**src/rtl/cpu_pkg.sv**
```systemverilog
// Shared CPU definitions: datapath widths, reset vector and fetch FSM states.
package cpu_pkg;

  localparam int PC_WIDTH   = 8;
  localparam int INST_WIDTH = 16;

  localparam logic [PC_WIDTH-1:0] RESET_PC = 8'h00;

  typedef enum logic {
    S_REQ  = 1'b0,
    S_FULL = 1'b1
  } fetch_state_e;

endpackage

```
**src/rtl/fetch_buffer.sv**
```systemverilog
// Two-entry fetch buffer: an output register facing decode plus a one-entry
// skid register that catches a fetch returning while decode is stalled.
module fetch_buffer #(
  parameter int PC_WIDTH   = cpu_pkg::PC_WIDTH,
  parameter int INST_WIDTH = cpu_pkg::INST_WIDTH
) (
  input  logic                  clk_i,
  input  logic                  rst_i,
  input  logic                  flush_i,
  input  logic                  wr_en_i,
  input  logic [INST_WIDTH-1:0] wr_inst_i,
  input  logic [PC_WIDTH-1:0]   wr_pc_i,
  input  logic                  rd_ready_i,
  output logic                  rd_valid_o,
  output logic [INST_WIDTH-1:0] rd_inst_o,
  output logic [PC_WIDTH-1:0]   rd_pc_o,
  output logic                  free_o,
  output logic                  full_o
);

  logic                  out_valid_q, out_valid_d;
  logic [INST_WIDTH-1:0] out_inst_q,  out_inst_d;
  logic [PC_WIDTH-1:0]   out_pc_q,    out_pc_d;
  logic                  skid_valid_q, skid_valid_d;
  logic [INST_WIDTH-1:0] skid_inst_q,  skid_inst_d;
  logic [PC_WIDTH-1:0]   skid_pc_q,    skid_pc_d;

  assign free_o = !out_valid_q || rd_ready_i;

  always_comb begin
    out_valid_d  = out_valid_q;
    out_inst_d   = out_inst_q;
    out_pc_d     = out_pc_q;
    skid_valid_d = skid_valid_q;
    skid_inst_d  = skid_inst_q;
    skid_pc_d    = skid_pc_q;
    if (flush_i) begin
      out_valid_d  = 1'b0;
      skid_valid_d = 1'b0;
    end else if (skid_valid_q) begin
      // Drain the skid first so program order is preserved.
      if (rd_ready_i) begin
        out_valid_d  = 1'b1;
        out_inst_d   = skid_inst_q;
        out_pc_d     = skid_pc_q;
        skid_valid_d = 1'b0;
      end
    end else if (wr_en_i && free_o) begin
      out_valid_d = 1'b1;
      out_inst_d  = wr_inst_i;
      out_pc_d    = wr_pc_i;
    end else if (wr_en_i) begin
      skid_valid_d = 1'b1;
      skid_inst_d  = wr_inst_i;
      skid_pc_d    = wr_pc_i;
    end else if (out_valid_q && rd_ready_i) begin
      out_valid_d = 1'b0;
    end
  end

  always_ff @(posedge clk_i or posedge rst_i) begin
    if (rst_i) begin
      out_valid_q  <= 1'b0;
      out_inst_q   <= '0;
      out_pc_q     <= '0;
      skid_valid_q <= 1'b0;
      skid_inst_q  <= '0;
      skid_pc_q    <= '0;
    end else begin
      out_valid_q  <= out_valid_d;
      out_inst_q   <= out_inst_d;
      out_pc_q     <= out_pc_d;
      skid_valid_q <= skid_valid_d;
      skid_inst_q  <= skid_inst_d;
      skid_pc_q    <= skid_pc_d;
    end
  end

  assign rd_valid_o = out_valid_q;
  assign rd_inst_o  = out_inst_q;
  assign rd_pc_o    = out_pc_q;
  assign full_o     = skid_valid_q;

endmodule

```
**src/rtl/fetch_unit.sv**
```systemverilog
// Instruction fetch stage around the PC register: issues fetches at ppc,
// steers next_pc (hold / increment / redirect) and buffers results for decode.
module fetch_unit
  import cpu_pkg::*;
#(
  parameter int PC_WIDTH   = cpu_pkg::PC_WIDTH,
  parameter int INST_WIDTH = cpu_pkg::INST_WIDTH
) (
  input  logic                  clock,
  input  logic                  clear,
  input  logic [PC_WIDTH-1:0]   ppc,
  output logic [PC_WIDTH-1:0]   next_pc,
  output logic                  imem_req,
  output logic [PC_WIDTH-1:0]   imem_addr,
  input  logic                  imem_ack,
  input  logic [INST_WIDTH-1:0] imem_rdata,
  input  logic                  branch_taken,
  input  logic [PC_WIDTH-1:0]   branch_target,
  output logic                  inst_valid,
  output logic [INST_WIDTH-1:0] inst,
  output logic [PC_WIDTH-1:0]   inst_pc,
  input  logic                  inst_ready
);

  localparam logic [PC_WIDTH-1:0] RST_PC = PC_WIDTH'(RESET_PC);
  localparam logic [PC_WIDTH-1:0] PC_ONE = PC_WIDTH'(1);

  fetch_state_e state_q;
  logic         fetch_ack;
  logic         buf_wr;
  logic         buf_free;
  logic         buf_full;

  // An ack only counts while a request is outstanding; a redirect discards it.
  assign fetch_ack = imem_ack && (state_q == S_REQ) && !clear;
  assign buf_wr    = fetch_ack && !branch_taken;
  assign imem_req  = (state_q == S_REQ) && !clear;
  assign imem_addr = ppc;

  always_comb begin
    next_pc = ppc;
    if (clear)
      next_pc = RST_PC;
    else if (branch_taken)
      next_pc = branch_target;
    else if (fetch_ack)
      next_pc = ppc + PC_ONE;
  end

  always_ff @(posedge clock or posedge clear) begin
    if (clear) begin
      state_q <= S_REQ;
    end else if (branch_taken) begin
      state_q <= S_REQ;
    end else begin
      case (state_q)
        S_REQ:   if (fetch_ack && !buf_free) state_q <= S_FULL;
        S_FULL:  if (inst_ready || !buf_full) state_q <= S_REQ;
        default: state_q <= S_REQ;
      endcase
    end
  end

  fetch_buffer #(
    .PC_WIDTH   (PC_WIDTH),
    .INST_WIDTH (INST_WIDTH)
  ) u_buf (
    .clk_i      (clock),
    .rst_i      (clear),
    .flush_i    (branch_taken),
    .wr_en_i    (buf_wr),
    .wr_inst_i  (imem_rdata),
    .wr_pc_i    (ppc),
    .rd_ready_i (inst_ready),
    .rd_valid_o (inst_valid),
    .rd_inst_o  (inst),
    .rd_pc_o    (inst_pc),
    .free_o     (buf_free),
    .full_o     (buf_full)
  );

endmodule

```
**config.mk**
```make
export PLATFORM = sky130hd
export DESIGN_NAME = fetch_unit
export DESIGN_NICKNAME = d
export VERILOG_FILES = /design/src/rtl/cpu_pkg.sv /design/src/rtl/fetch_buffer.sv /design/src/rtl/fetch_unit.sv
export SDC_FILE = /design/constraint.sdc
export NUM_CORES = 1
export LEC_CHECK = 0
export ABC_AREA = 1
export CAP_MARGIN = 20
export CORE_UTILIZATION = 38
export DETAILED_ROUTE_END_ITERATION = 8
export PLACE_DENSITY = 0.77
export SYNTH_ARGS = -nofsm -noshare
export SYNTH_HDL_FRONTEND = slang
export SYNTH_SLANG_ARGS = --single-unit
```
**constraint.sdc**
```tcl
create_clock -name clock -period 2.4 [get_ports clock]
set_input_delay 0.48 -clock clock [delete_from_list [all_inputs] [get_ports clock]]
set_output_delay 0.48 -clock clock [all_outputs]
set_load 0.03 [all_outputs]
```
==> results of run 1 <==
[power groups by stage]
stage          Combinational [mW]  Sequential [mW]  Clock (mW)
3_3_place_gp                0.789             1.10           0
4_1_cts                     0.803             1.09       0.485
6_report                    0.796             1.09       0.471
3_5_place_dp                0.802             1.11           0
5_1_grt                     0.854             1.11       0.521
2_1_floorplan               0.261             1.28           0
[cell usage after synthesis (all sizes together)]
master | number | area [um^2]
nand3 | 35 | 180.2
ha | 1 | 12.51
a21oi | 3 | 18.77
nand4 | 2 | 12.51
clkinv | 1 | 3.750
nand2 | 116 | 452.9
o21ai | 55 | 286.5
o211ai | 2 | 15.01
xor2 | 3 | 26.28
a31oi | 1 | 6.260
inv | 38 | 145.1
nor2 | 13 | 56.30
dfrtp | 51 | 1276
clkbuf | 8 | 32.53
buf | 17 | 131.4
[flip-flops by register name, indices dropped and copies added (netlist names)]
register,cells
u_buf.rd_inst_o,16
u_buf.skid_inst_q,16
u_buf.rd_pc_o,8
u_buf.skid_pc_q,8
state_q,1
u_buf.full_o,1
u_buf.rd_valid_o,1
[per-stage QoR]
step / total power [mW] / setup slack [ps]
after floorplan: 1.546 / 128.3
after global placement: 1.888 / -179.5
after detailed placement: 1.910 / -185.1
after CTS: 2.379 / 4.326
after global routing: 2.483 / 20.26
final: 2.355 / 100.5
[logic make-up (layout without fill, tap and decap cells)]
group	count (synthesis)	after routing
AO/OA/AOI/OAI	61	61
buffers and inverters	64	144
adder cells (fa/ha/maj)	1	1
AND/OR/NAND/NOR	166	166
XOR/XNOR	3	3
flip-flops	51	51
[worst paths after layout]
check,startpoint,end,slack (ps),depth (start not counted)
worst min-delay path,u_buf.rd_pc_o[3]$_DFFE_PP0P_,u_buf.rd_pc_o[3]$_DFFE_PP0P_,480,2
worst max register to register,state_q$_DFF_PP0_,u_buf.skid_inst_q[10]$_DFFE_PP0P_,830,10
worst max-delay path,ppc[3],next_pc[6],100,9
max in group asynchronous,clear,u_buf.skid_inst_q[8]$_DFFE_PP0P_,1420,4
min in group asynchronous,clear,u_buf.skid_pc_q[4]$_DFFE_PP0P_,620,4
worst min register to register,u_buf.rd_pc_o[3]$_DFFE_PP0P_,u_buf.rd_pc_o[3]$_DFFE_PP0P_,480,2
[area by class of cell]
cell class / count / area (um^2)
inverters: 39 / 152.6
clock buffers: 7 / 76.32
flip-flops and latches: 51 / 1276
multi-input cells: 231 / 1080
well taps: 80 / 100.1
fillers: 631 / 3163
clock inverters: 1 / 5.005
repair buffers: 97 / 903.4
[critical path: stages]
cell and delay (ps):
clkdlybuf4s50_1 610, nand2_1 160, nor2_4 130, nand2_1 60
nand2_1 50, nand3_1 70, nand2_1 60, inv_1 40
buf_4 150
[timing repair]
action / 4_1_cts / 5_1_grt
gates resized for setup: 7 / 2
setup endpoints to repair: 7 / 5
pin swaps: 3 / 0
[metal layers]
metal	vias to the layer above	global-route usage	wire length, um
met5	-	0	0
met4	0	0.05455	89
met3	8	0.02599	315
li1	1253	-	-
met1	1150	0.2347	2833
met2	75	0.2960	3107
==> metrics.md, run 1 <==
| Metric | Value |
|---|---|
| Startpoint Class | input port |
| Vias in the first global route | 2216 |
| Vias | 2486 |
| Rows | 30 |
| Post-Synth Adder-Cell Area | 0.004710 |
| Maxcap violations | 0 |
| Setup TNS | 0 ps |
| Worst skew pair latency | 300 ps |
| Commonest non-fill, non-tap cell in the layout | nand2_1 |
| Fin. Hold Viols | 0 |
| Antenna Nets Post-Route | 0 |
| Sw frac | 0.3399 |
| Post-Route WL | 6345 um |
| Die X | 85.61 um |
| Hold WS | 475.3 ps |
| Num Clock Sinks | 51 |
| H-tree levels | 2 |
| Clock power share | 0.200 |
| Design area | 3593 um^2 |
| Post-layout util | 0.5319 |
| Starting density of the core | 0.3931 |
| RePlAce Congestion | 0.7994 |
| Worst setup EP type | output pin |
| Post-Syn Instances | 346 |
| Final Net Count | 463 |
| Status | finished, final reports clean |
| Setup Buffers After CTS | 0 |
| Multiplexer share of the synthesized area | 0 |
| Die Ht | 85.61 um |
| Synth Area in Simple Gates | 0.2642 |
| Placed inst area | 3500 um^2 |
| GRT overflow | 0 |
| CTS max path bufs | 2 |
| Synthesized Nets | 384 |
| Number of inserted diodes | 0 |
| Fin. max-slew vios | 0 |
| Synth Area per Inst | 7.677 um^2 |
| Final Cycle Share | 0.9581 |
| CTS tree | done |
| Net Switching | 800.3 uW |
| DR WL/cell | 12.54 um |
| Most frequent cells in the layout | nand2_1 (113), clkdlybuf4s50_1 (64), dfrtp_1 (51), inv_1 (34), nand3_1 (33) |
| CTS hold repair buffers | 0 |
| Die ar. | 7328 um^2 |
| Hpwl dp | 4711 um |
| Cell area after synthesis | 2656 um^2 |
| Register area share after synthesis | 0.4805 |
| Largest family of logic cells by synthesized area | simple AND/OR/NAND/NOR gates |
| Root Driver | clkbuf_8 |
| Layout cells sized above 1 | 0.1080 |
| First-pass GRT wire length | 10280 um |
| CP required | 1920 ps |
| Seq pwr share | 0.462 |
| Ports | 79 |
| Min Tclk post-route | 2299 ps |
| Crit path DAT | 1820 ps |
| Power Dens Cells | 655.3 nW/um^2 |
| Drt drc | 0 |
| 1st-pass router iterations | 4 |
| Rel. slew slack | 0.7272 |
| Largest net degree at the start of global routing | 33 |
| Layout area overhead | 35.28% |
| WS Path Type | input port to output pin |
| Synth warnings | 0 |
| Fmax | 434.9 MHz |
| Final Setup Violations | 0 |
| Flops & latches, synth | 51 |
| Final cell count without fillers | 506 |
| RSZ-0062 raised after global routing | no |
| Worst slew pin tran | 409.2 ps |
| Synth cell types | 27 |
| Clk_skew | 2.041 ps |
| Clock slew at reported path FFs | 80 ps |
| Combinational Power Share | 0.338 |
| Internal power | 1.554 mW |
| Initial DRC count | 193 |
| Max VDD drop | 263.3 uV |
| All-Layer GR Usage | 0.1757 |
| Post-Synth XOR/XNOR Area | 0.009892 |
| Crit-path max FO | 7 |
| Antenna violations before repair | 0 |
| Leakage power | 1.809 nW |
| DR vias/cell | 4.913 |
| Worst hold path type | flip-flop to flip-flop |
| DP Cell Count | 498 |
| Number of I/O port buffers | 78 |
| Compound-gate portion of the synthesized area | 0.1229 |
| CTS Buf Count | 5 |
| Area of the core | 6756 um^2 |
No activity file was read; power rests on OpenSTA's default activity.
==> run 2, diff against run 1 <==
--- a/config.mk
+++ b/config.mk
@@ -9,6 +9,8 @@
 export CAP_MARGIN = 20
 export CORE_UTILIZATION = 38
 export DETAILED_ROUTE_END_ITERATION = 8
+export GPL_ROUTABILITY_DRIVEN = 0
+export MAX_ROUTING_LAYER = met4
 export PLACE_DENSITY = 0.77
 export SYNTH_ARGS = -nofsm -noshare
 export SYNTH_HDL_FRONTEND = slang
==> run 2 against run 1 <==
Effect of this change: clock skew grew 0.86 ps; first-iteration DRC count up 6.2%; hold slack improved by 1.1 ps.
==> metrics.md, run 2 (synthesized netlist as in run 1, its figures left out) <==
| Metric | Value |
|---|---|
| Status | finished, final reports clean |
| Antenna Nets Post-Route | 0 |
| Startpoint Class | input port |
| Vias in the first global route | 2216 |
| Final Cycle Share | 0.9551 |
| Hpwl dp | 4711 um |
| Layout area overhead | 35.28% |
| Vias | 2490 |
| Antenna violations before repair | 0 |
| First-pass GRT wire length | 10290 um |
| Placed inst area | 3500 um^2 |
| Root Driver | clkbuf_8 |
| Fmax | 436.2 MHz |
| Power Dens Cells | 656.6 nW/um^2 |
| Crit path DAT | 1810 ps |
| Design area | 3593 um^2 |
| All-Layer GR Usage | 0.1819 |
| Commonest non-fill, non-tap cell in the layout | nand2_1 |
| Largest delay contributor family on the critical path | buffers and inverters |
| Worst slew pin tran | 421.4 ps |
| Num Clock Sinks | 51 |
| Fin. Hold Viols | 0 |
| Max VDD drop | 264.9 uV |
| Starting density of the core | 0.3931 |
| Clk_skew | 2.899 ps |
| Die Ht | 85.61 um |
| CP required | 1920 ps |
| Setup TNS | 0 ps |
| Final Net Count | 463 |
| Drt drc | 0 |
| Clock slew at reported path FFs | 90 ps |
| Worst skew pair latency | 300 ps |
| Worst hold path type | flip-flop to flip-flop |
| Maxcap violations | 0 |
| DR vias/cell | 4.921 |
| Initial DRC count | 205 |
| Area of the core | 6756 um^2 |
| Worst setup EP type | output pin |
| Die ar. | 7328 um^2 |
| Die X | 85.61 um |
| H-tree levels | 2 |
| Setup Buffers After CTS | 0 |
| Min Tclk post-route | 2292 ps |
| Largest net degree at the start of global routing | 33 |
| R2R setup slack | 830 ps |
| Largest stage delay, worst path | 600 ps |
| Final cell count without fillers | 506 |
| Rows | 30 |
| RSZ-0062 raised after global routing | no |
| CTS Buf Count | 5 |
| CP cell instances | clkdlybuf4s50_1 > nand2_1 > nor2_4 > nand2_1 > nand2_1 > nand3_1 > nand2_1 > inv_1 > buf_4 |
| 1st-pass router iterations | 4 |
| Most frequent cells in the layout | nand2_1 (113), clkdlybuf4s50_1 (64), dfrtp_1 (51), inv_1 (34), nand3_1 (33) |
| Slowest cell on crit path | clkdlybuf4s50_1 |
| Fin. max-slew vios | 0 |
| Rel. slew slack | 0.7191 |
| WS Path Type | input port to output pin |
| Crit-path most repeated cell | nand2_1 |
| Number of I/O port buffers | 78 |
| CTS tree | done |
| Leakage power | 1.809 nW |
| CTS max path bufs | 2 |
| DR WL/cell | 12.65 um |
| Post-Route WL | 6402 um |
| Worst path bufs/invs | 3 |
| Number of inserted diodes | 0 |
| Ports | 79 |
| Crit-path max FO | 7 |
| Layout cells sized above 1 | 0.1080 |
| DP Cell Count | 498 |
| GRT overflow | 0 |
| Final Setup Violations | 0 |
## run 2: cell counts in the layout (fill, tap and decap cells not counted)
Identical to the previous run, type by type.
## run 2: metal layers
layer,wire length (um),GRT usage,vias to the layer above,share of wire
li1,-,-,1252,-
met1,2859,0.2378,1154,0.45
met2,3114,0.2960,76,0.49
met3,338,0.02502,8,0.053
met4,89,0.05455,0,0.014
met5,0,-,-,0
## run 2: layout make-up
cell class / instances / area [um^2]
Tap cell: 80 / 100.1
Multi-Input combinational cell: 231 / 1080
Timing Repair Buffer: 97 / 903.4
Fill cell: 631 / 3163
Sequential cell: 51 / 1276
Inverter: 39 / 152.6
Clock inverter: 1 / 5.005
Clock buffer: 7 / 76.32
## run 2: repair_timing
| item | CTS | global route |
|---|---|---|
| pin swaps | 3 | 0 |
| cloned | 0 | 0 |
| gates resized for setup | 7 | 2 |
| hold buffers | 0 | 0 |
| endpoints found under the setup margin | 7 | 5 |
| endpoints found under the hold margin | 0 | 0 |
## run 2: final timing paths
kind,start,endpoint,cells after the start
setup / recovery,ppc[3],next_pc[6],9
hold / removal,u_buf.rd_pc_o[3]$_DFFE_PP0P_,u_buf.rd_pc_o[3]$_DFFE_PP0P_,2
setup reg to reg,state_q$_DFF_PP0_,u_buf.skid_inst_q[10]$_DFFE_PP0P_,10
hold reg to reg,u_buf.rd_pc_o[3]$_DFFE_PP0P_,u_buf.rd_pc_o[3]$_DFFE_PP0P_,2
max in group asynchronous,clear,u_buf.skid_inst_q[8]$_DFFE_PP0P_,4
min in group asynchronous,clear,u_buf.skid_pc_q[4]$_DFFE_PP0P_,4
## run 2: power by group
part,leakage [nW],internal (mW),switching (mW)
Combinational,1.15,0.336,0.460
Clock,0.0422,0.205,0.270
Sequential,0.613,1.01,0.0753
## run 2: worst min-delay path, stage by stage (launching register included)
cell	delay [ps]
dfrtp_1	350
nand2_1	50
nand2_1	40
## run 2: stage by stage
step	util	setup WS, ps	power (mW)	hold slack, ps
3_5_place_dp	0.5180	-185.1	1.910	458.3
4_1_cts	0.5311	4.326	2.379	479.8
6_report	0.5319	107.7	2.360	476.4
2_1_floorplan	-	128.3	1.546	458.6
3_3_place_gp	0.5180	-179.5	1.888	457.8
5_1_grt	0.5319	20.26	2.485	495.8
==> run 3, diff against run 2 <==
--- a/config.mk
+++ b/config.mk
@@ -7,11 +7,11 @@
 export LEC_CHECK = 0
 export ABC_AREA = 1
 export CAP_MARGIN = 20
-export CORE_UTILIZATION = 38
+export CORE_UTILIZATION = 43
 export DETAILED_ROUTE_END_ITERATION = 8
 export GPL_ROUTABILITY_DRIVEN = 0
 export MAX_ROUTING_LAYER = met4
-export PLACE_DENSITY = 0.77
+export PLACE_DENSITY = 0.85
 export SYNTH_ARGS = -nofsm -noshare
 export SYNTH_HDL_FRONTEND = slang
 export SYNTH_SLANG_ARGS = --single-unit
==> run 3 against run 2 <==
Effect of this change: total power increased by 0.76%; register-to-register slack got worse by 30 ps; wire length is 3.0% lower; first-iteration DRC count down 21%; global-route usage up 2.9 points; setup slack better by 3.7 ps; fmax grew 0.16%; cell area grew 0.84%; sequential power about the same; core utilization rose by 7.7 points.
==> metrics.md, run 3 (synthesized netlist as in run 1, its figures left out) <==
| Metric | Value |
|---|---|
| Status | finished, final reports clean |
| CTS hold repair buffers | 0 |
| Layout cells sized above 1 | 0.1132 |
| Largest net degree at the start of global routing | 52 |
| Fin worst setup slack | 111.5 ps |
| Crit-path max FO | 7 |
| GR Layer Usage met2 | 0.3331 |
| Startpoint Class | input port |
| Filler cells | 540 |
| M1 GR Usage | 0.2750 |
| Vias | 2432 |
| Worst skew pair latency | 300 ps |
| Max VDD drop | 325.8 uV |
| Crit-path most repeated cell | clkdlybuf4s50_1 |
| Most frequent cells in the layout | nand2_1 (113), clkdlybuf4s50_1 (63), dfrtp_1 (51), inv_1 (34), nand3_1 (33) |
| DR WL/cell | 12.44 um |
| Setup TNS | 0 ps |
| Layout area overhead | 36.41% |
| Largest stage delay, worst path | 730 ps |
| Largest delay contributor family on the critical path | buffers and inverters |
| Ports | 79 |
| First-pass GRT wire length | 10230 um |
| Vias in the first global route | 2216 |
| Crit path DAT | 1810 ps |
| Starting density of the core | 0.4460 |
| Final Cycle Share | 0.9536 |
| Number of I/O port buffers | 78 |
| Drt drc | 0 |
| DR vias/cell | 4.874 |
| All-Layer GR Usage | 0.2109 |
| Internal power | 1.579 mW |
| Min Tclk post-route | 2289 ps |
| Clock power share | 0.206 |
| Net Switching | 798.5 uW |
| Worst hold path type | flip-flop to flip-flop |
| Maxcap violations | 0 |
| Grt met3 use | 0.03864 |
| Hold WS | 479.6 ps |
| WS Path Type | input port to output pin |
| Clk_skew | 4.764 ps |
| GR peak layer | met2 |
| Num Clock Sinks | 51 |
| Antenna violations before repair | 0 |
| CTS Buf Count | 5 |
| CTS tree | done |
| RSZ-0062 raised after global routing | no |
| Fmax | 437.0 MHz |
| Area of the core | 5956 um^2 |
| Final Setup Violations | 0 |
| Root Driver | clkbuf_8 |
| H-tree levels | 2 |
| Power, Total | 2.378 mW |
| Worst path bufs/invs | 2 |
| Clock slew at reported path FFs | 80 ps |
| Die ar. | 6496 um^2 |
| Worst setup EP type | output pin |
| Fin. Hold Viols | 0 |
| Worst slew pin tran | 616.0 ps |
| Power Dens Cells | 656.2 nW/um^2 |
| Final Net Count | 462 |
| Combinational Power Share | 0.336 |
| Hpwl dp | 4615 um |
| Seq pwr share | 0.458 |
| CP required | 1920 ps |
| Rows | 28 |
| GRT overflow | 0 |
| Die Ht | 80.60 um |
| Rel. slew slack | 0.5893 |
| Leakage power | 1.822 nW |
| CP cell instances | clkdlybuf4s50_1 > clkdlybuf4s50_1 |
| Pre-CTS setup slack | -196.9 ps |
| Slowest cell on crit path | clkdlybuf4s50_1 |
| Number of inserted diodes | 0 |
| Antenna Nets Post-Route | 0 |
| CTS max path bufs | 2 |
| Die X | 80.60 um |
| Sw frac | 0.3359 |
| Fin. max-slew vios | 0 |
| 1st-pass router iterations | 4 |
| Post-Route WL | 6209 um |
| Commonest non-fill, non-tap cell in the layout | nand2_1 |
| Initial DRC count | 162 |
## run 3: final cells by class
type / instances / area (um^2) / share of cell area
well taps: 75 / 93.84 / 0.02590
flip-flops and latches: 51 / 1276 / 0.3522
inverters: 39 / 152.6 / 0.04213
clock buffers: 6 / 82.58 / 0.02279
multi-input cells: 231 / 1100 / 0.3035
repair buffers: 96 / 913.4 / 0.2521
clock inverters: 1 / 5.005 / 0.001381
## run 3: metrics by stage
| step | instances | cell area, um^2 | util |
|---|---|---|---|
| 6_report | 499 | 3623 | 0.6084 |
| 4_1_cts | 499 | 3587 | 0.6023 |
| 3_5_place_dp | 492 | 3496 | 0.5870 |
| 2_1_floorplan | 346 | 2660 | - |
| 5_1_grt | 499 | 3623 | 0.6084 |
| 3_3_place_gp | 492 | 3496 | 0.5870 |
## run 3: worst paths after layout
| path | start | endpoint | slack [ps] | cells past startpoint |
|---|---|---|---|---|
| setup / recovery | ppc[3] | imem_addr[3] | 110 | 2 |
| hold / removal | u_buf.rd_inst_o[9]$_DFFE_PP0P_ | u_buf.rd_inst_o[9]$_DFFE_PP0P_ | 480 | 2 |
| setup reg to reg | state_q$_DFF_PP0_ | u_buf.rd_inst_o[14]$_DFFE_PP0P_ | 800 | 9 |
| hold reg to reg | u_buf.rd_inst_o[9]$_DFFE_PP0P_ | u_buf.rd_inst_o[9]$_DFFE_PP0P_ | 480 | 2 |
| max in group asynchronous | clear | u_buf.skid_inst_q[10]$_DFFE_PP0P_ | 1120 | 5 |
| min in group asynchronous | clear | u_buf.skid_pc_q[7]$_DFFE_PP0P_ | 860 | 5 |
## run 3: metal layers
metal | routed length (um) | vias up
li1 | - | 1241
met1 | 2765 | 1119
met2 | 3009 | 64
met3 | 317 | 8
met4 | 117 | 0
met5 | 0 | -
## run 3: repair_timing
item / CTS / global route
pin swaps: 1 / 4
hold endpoints to repair: 0 / 0
endpoints found under the setup margin: 6 / 6
resized for setup: 5 / 8
buffers inserted: 0 / 0
## run 3: power by group through the flow
stage	clock (mW)	sequential, mW	combinational [mW]
2_1_floorplan	0	1.28	0.261
3_3_place_gp	0	1.10	0.787
3_5_place_dp	0	1.11	0.801
4_1_cts	0.497	1.09	0.802
5_1_grt	0.540	1.11	0.871
6_report	0.490	1.09	0.799
